`src/rtl/decoder_addr_sequencer.sv`:
```
`default_nettype none
// ============================================================================
// Module      : decoder_addr_sequencer
// Description : Drives the 3-bit select (A2,A1,A0) of a downstream 3-to-8
//               decoder. Scans codes 000..111 ascending or descending and
//               holds each code for (dwell+1) cycles. Runs once (one-shot) or
//               continuously (loop), and reports progress on busy/step/done.
// Ports       : clk, rst_n       - clock, asynchronous active-low reset
//               start, stop      - begin scan (IDLE only) / abort (RUN only)
//               dir_down         - 0: 000->111, 1: 111->000 (latched at start)
//               loop_en          - 1: wrap and continue (latched at start)
//               dwell[DWELL_W]   - extra hold cycles per code (latched)
//               A2, A1, A0       - registered select to decoder
//               busy             - high while scanning
//               step             - one-cycle pulse on each code advance/wrap
//               done             - one-cycle pulse on one-shot completion
// Revision    : 1.0 - initial release
// ============================================================================
module decoder_addr_sequencer #(
  parameter int DWELL_W = 8
) (
  input  logic               clk,
  input  logic               rst_n,
  input  logic               start,
  input  logic               stop,
  input  logic               dir_down,
  input  logic               loop_en,
  input  logic [DWELL_W-1:0] dwell,
  output logic               A2,
  output logic               A1,
  output logic               A0,
  output logic               busy,
  output logic               step,
  output logic               done
);

  typedef enum logic [0:0] {
    IDLE = 1'b0,
    RUN  = 1'b1
  } state_t;

  state_t             state;
  logic [2:0]         code;
  logic [DWELL_W-1:0] cnt;
  logic [DWELL_W-1:0] dwell_q;
  logic               dir_q;
  logic               loop_q;

  // Last code of a pass depends on the latched direction.
  logic terminal;
  assign terminal = dir_q ? (code == 3'b000) : (code == 3'b111);

  always_ff @(posedge clk or negedge rst_n) begin
    if (!rst_n) begin
      state   <= IDLE;
      code    <= 3'b000;
      cnt     <= '0;
      dwell_q <= '0;
      dir_q   <= 1'b0;
      loop_q  <= 1'b0;
      busy    <= 1'b0;
      step    <= 1'b0;
      done    <= 1'b0;
    end else begin
      step <= 1'b0;
      done <= 1'b0;
      case (state)
        IDLE: begin
          if (start) begin
            dir_q   <= dir_down;
            loop_q  <= loop_en;
            dwell_q <= dwell;
            code    <= dir_down ? 3'b111 : 3'b000;
            cnt     <= '0;
            busy    <= 1'b1;
            state   <= RUN;
          end
        end
        RUN: begin
          // stop wins over a same-cycle code event or completion.
          if (stop) begin
            busy  <= 1'b0;
            state <= IDLE;
          end else if (cnt == dwell_q) begin
            cnt <= '0;
            if (!terminal) begin
              code <= dir_q ? (code - 3'd1) : (code + 3'd1);
              step <= 1'b1;
            end else if (loop_q) begin
              code <= dir_q ? 3'b111 : 3'b000;
              step <= 1'b1;
            end else begin
              // One-shot complete: terminal code stays on the outputs.
              busy  <= 1'b0;
              done  <= 1'b1;
              state <= IDLE;
            end
          end else begin
            cnt <= cnt + DWELL_W'(1);
          end
        end
        default: begin
          busy  <= 1'b0;
          state <= IDLE;
        end
      endcase
    end
  end

  assign A2 = code[2];
  assign A1 = code[1];
  assign A0 = code[0];

endmodule
`default_nettype wire

```
`config.mk`:
```
export PLATFORM = sky130hd
export DESIGN_NAME = decoder_addr_sequencer
export DESIGN_NICKNAME = d
export VERILOG_FILES = /design/src/rtl/decoder_addr_sequencer.sv
export SDC_FILE = /design/constraint.sdc
export NUM_CORES = 1
export LEC_CHECK = 0
export ABC_AREA = 1
export CORE_MARGIN = 5
export CORE_UTILIZATION = 48
export CTS_CLUSTER_DIAMETER = 30
export DETAILED_ROUTE_END_ITERATION = 10
export PLACE_DENSITY = 0.73
export SLEW_MARGIN = 10
export SYNTH_ARGS = -nofsm -noshare
export SYNTH_HDL_FRONTEND = slang
export SYNTH_SLANG_ARGS = --single-unit
export TNS_END_PERCENT = 5
```
`constraint.sdc`:
```
create_clock -name clk -period 1.5 [get_ports clk]
set_clock_uncertainty 0.2 [all_clocks]
set_input_delay 0.15 -clock clk [delete_from_list [all_inputs] [get_ports clk]]
set_output_delay 0.15 -clock clk [all_outputs]
set_load 0.005 [all_outputs]
```
==> results.sh <==
export IMPL_postSynthCellCount=189
export IMPL_dp_slack_ns=-0.188
export IMPL_path_clk_slew_ns=0.14
export IMPL_vias=1326
export IMPL_grt_max_degree=26
export IMPL_ys_types=26
export IMPL_endpoint_kind="flip-flop"
export IMPL_post_route_period_util_pct=109
export IMPL_drc=0
export IMPL_antenna_found_initial=0
export IMPL_die_w_um=63.8
export IMPL_fp_dieH_um=63.8
export IMPL_start_util_pct=50.3
export IMPL_status="complete, but fails checks"
export IMPL_rsz0062_at_grt="yes"
export IMPL_worstPathArrival_ns=1.67
export IMPL_worstSetupStartpointType="flip-flop"
export IMPL_path_max_fanout=3
export IMPL_diodes=0
export IMPL_placed_area_um2=1840
export IMPL_viasPerCell=4.82
export IMPL_hold_violations=0
export IMPL_ir_drop_uv=1010
export IMPL_first_global_vias=1338
export IMPL_setup_viol=14
export IMPL_path_class="reg2reg"
export IMPL_max_clock_path_buffers=2
export IMPL_grt_util_all_layers_pct=16.8
export IMPL_firstDrtPassIters=4
export IMPL_clk_latency_ns=0.32
export IMPL_maxSlewHeadroom_pct=78.2
export IMPL_final_cell_mix="nand2_1 (66), buf_4 (31), dfrtp_1 (25), inv_1 (20), clkdlybuf4s50_1 (13)"
export IMPL_io_pins=20
export IMPL_syn_nets=205
export IMPL_avgSynthCellArea_um2=7.34
export IMPL_drtAntennaViolNets=0
export IMPL_clockRootBuffer="clkbuf_4"
export IMPL_yosysWarnings=0
export IMPL_synth_seq_cells=25
export IMPL_row_count=19
export IMPL_dp_hpwl_um=2460
export IMPL_hp_class="in2reg"
export IMPL_core_area_um2=2760
export IMPL_worstMarginPinSlew_ns=0.328
export IMPL_fmax_mhz=609
export IMPL_final_common_cell="nand2_1"
export IMPL_clock_sinks=25
export IMPL_violations="negative setup slack"
export IMPL_stdcell_area_um2=1950
export IMPL_drv_cap=0
export IMPL_grt_ovfl_total=0
export IMPL_p_per_area_nw_per_um2=1200
export IMPL_grt_pass1_wl_um=5550
export IMPL_fillers=234
export IMPL_r2r_cells=9
export IMPL_dr_first_iter_drc_count=83
export IMPL_final_nets=261
export IMPL_p_leak_nw=1.04
export IMPL_whs_path_depth=3
export IMPL_area_delta_synth_final_pct=40.5
export IMPL_finalMaxSlewViolations=0
export IMPL_portBuffers=19
export IMPL_drive_above_1_share_pct=27.5
export IMPL_die_area_um2=4070
export IMPL_h_tree_depth=1
export IMPL_worstPathRequired_ns=1.53
export IMPL_worst_slack_ns=-0.141
export IMPL_yosysSeqAreaShare_pct=45.1
export IMPL_wl_per_cell_um=11.8
export IMPL_fin_crit_ns=1.64
export IMPL_cts_tree="done"
export IMPL_whs_ns=0.167
export IMPL_gp_congestion=0.813
export IMPL_final_cells=275
export IMPL_postRouteWirelength_um=3240
export IMPL_mappedNetlistArea_um2=1390
export IMPL_place_inst=267
export IMPL_cts_made_buffers=3
[logic make-up after synthesis]
logic type	synth area share, %
XOR/XNOR	2.52
AND/OR/NAND/NOR	34.2
AO/OA/AOI/OAI	6.40
adder cells (fa/ha/maj)	2.34
buffers and inverters	9.47
flip-flops	45.1
[stage by stage]
stage               utilization [%]  total power, mW  setup TNS (ns)
CTS                            68.0             2.20           -1.21
finish                         70.7             2.33          -0.738
global route                   70.7             2.54           -2.31
detailed placement             66.7             1.90           -1.10
global placement               66.7             1.86          -0.653
floorplan                         -             1.44          -0.153
[what timing repair did]
| item | in CTS | in global routing |
|---|---|---|
| setup endpoints to repair | 20 | 18 |
| gates resized for setup | 10 | 22 |
| cloned | 0 | 0 |
| pin swaps | 1 | 8 |
| endpoints found under the hold margin | 17 | 0 |
| hold buffers | 1 | 0 |
| setup buffers | 0 | 3 |
[metal layers]
metal | vias to the layer above | share of wire (%) | GRT usage, %
met2 | 18 | 51 | 30.8
met1 | 609 | 43 | 19.5
met4 | 0 | 2.4 | 6.23
li1 | 690 | - | -
met5 | - | 0 | 0
met3 | 9 | 3.0 | 2.80
[layout make-up]
class                      instances  area (um^2)  area share (%)
inverter                          29          109            5.58
sequential                        25          626            32.1
timing repair buffer              54          472            24.2
tap                               31         38.8            1.99
clock buffer                       4         26.3            1.35
multi-input combinational        132          678            34.8
[critical path, stage by stage, from the launching register on]
cell and delay [ns]:
dfrtp_1 0.39, inv_2 0.06, fa_2 0.56, inv_2 0.04, nand2_2 0.05, nand2_1 0.04
nand2_1 0.06, nand2_1 0.04, nand2_1 0.05, nand2_1 0.05
[where the power goes]
| group | switching, mW | total [mW] | internal (mW) |
|---|---|---|---|
| combinational | 0.601 | 1.13 | 0.531 |
| clock | 0.208 | 0.313 | 0.104 |
| sequential | 0.0832 | 0.886 | 0.803 |
| total | 0.892 | 2.33 | 1.44 |
[worst paths after layout]
| path | start | endpoint | slack (ns) |
|---|---|---|---|
| min | dwell[1] | dwell_q[1] | 0.17 |
| min reg2reg | dwell_q[5] | dwell_q[5] | 0.35 |
| max reg2reg | dir_q | code[1] | -0.14 |
| max in group asynchronous | rst_n | code[1] | 0.33 |
| max | dir_q | code[1] | -0.14 |
| min in group asynchronous | rst_n | dwell_q[0] | 0.52 |
[registers in the layout, summed over array words and instances, names as in the netlist]
signal   flops
done         1
step         1
cnt          8
dir_q        1
busy         1
loop_q       1
state        1
dwell_q      8
code         3
[cell usage after synthesis]
| cell | count | area share (%) |
|---|---|---|
| or2_4 | 1 | 0.63 |
| nor3_1 | 3 | 1.1 |
| nor2_1 | 12 | 3.2 |
| inv_2 | 3 | 0.81 |
| nand2_2 | 1 | 0.45 |
| nand2_4 | 1 | 0.81 |
| nor2_4 | 1 | 0.81 |
| xor2_1 | 4 | 2.5 |
| nand3_2 | 1 | 0.72 |
| a21oi_1 | 2 | 0.72 |
| nand2_1 | 73 | 20 |
| dfrtp_1 | 25 | 45 |
| ha_1 | 1 | 0.90 |
| buf_6 | 1 | 0.81 |
| inv_1 | 26 | 7.0 |
| o21ai_1 | 1 | 0.36 |
| a21boi_0 | 1 | 0.54 |
| nand4_2 | 1 | 0.90 |
| nand4_1 | 2 | 0.90 |
| clkbuf_1 | 1 | 0.27 |
| nor2_2 | 2 | 0.90 |
| nand3_1 | 11 | 4.0 |
| o21ai_0 | 12 | 4.3 |
| a31oi_1 | 1 | 0.45 |
| fa_1 | 1 | 1.4 |
| buf_4 | 1 | 0.54 |
(Power assumes the default switching activity.)
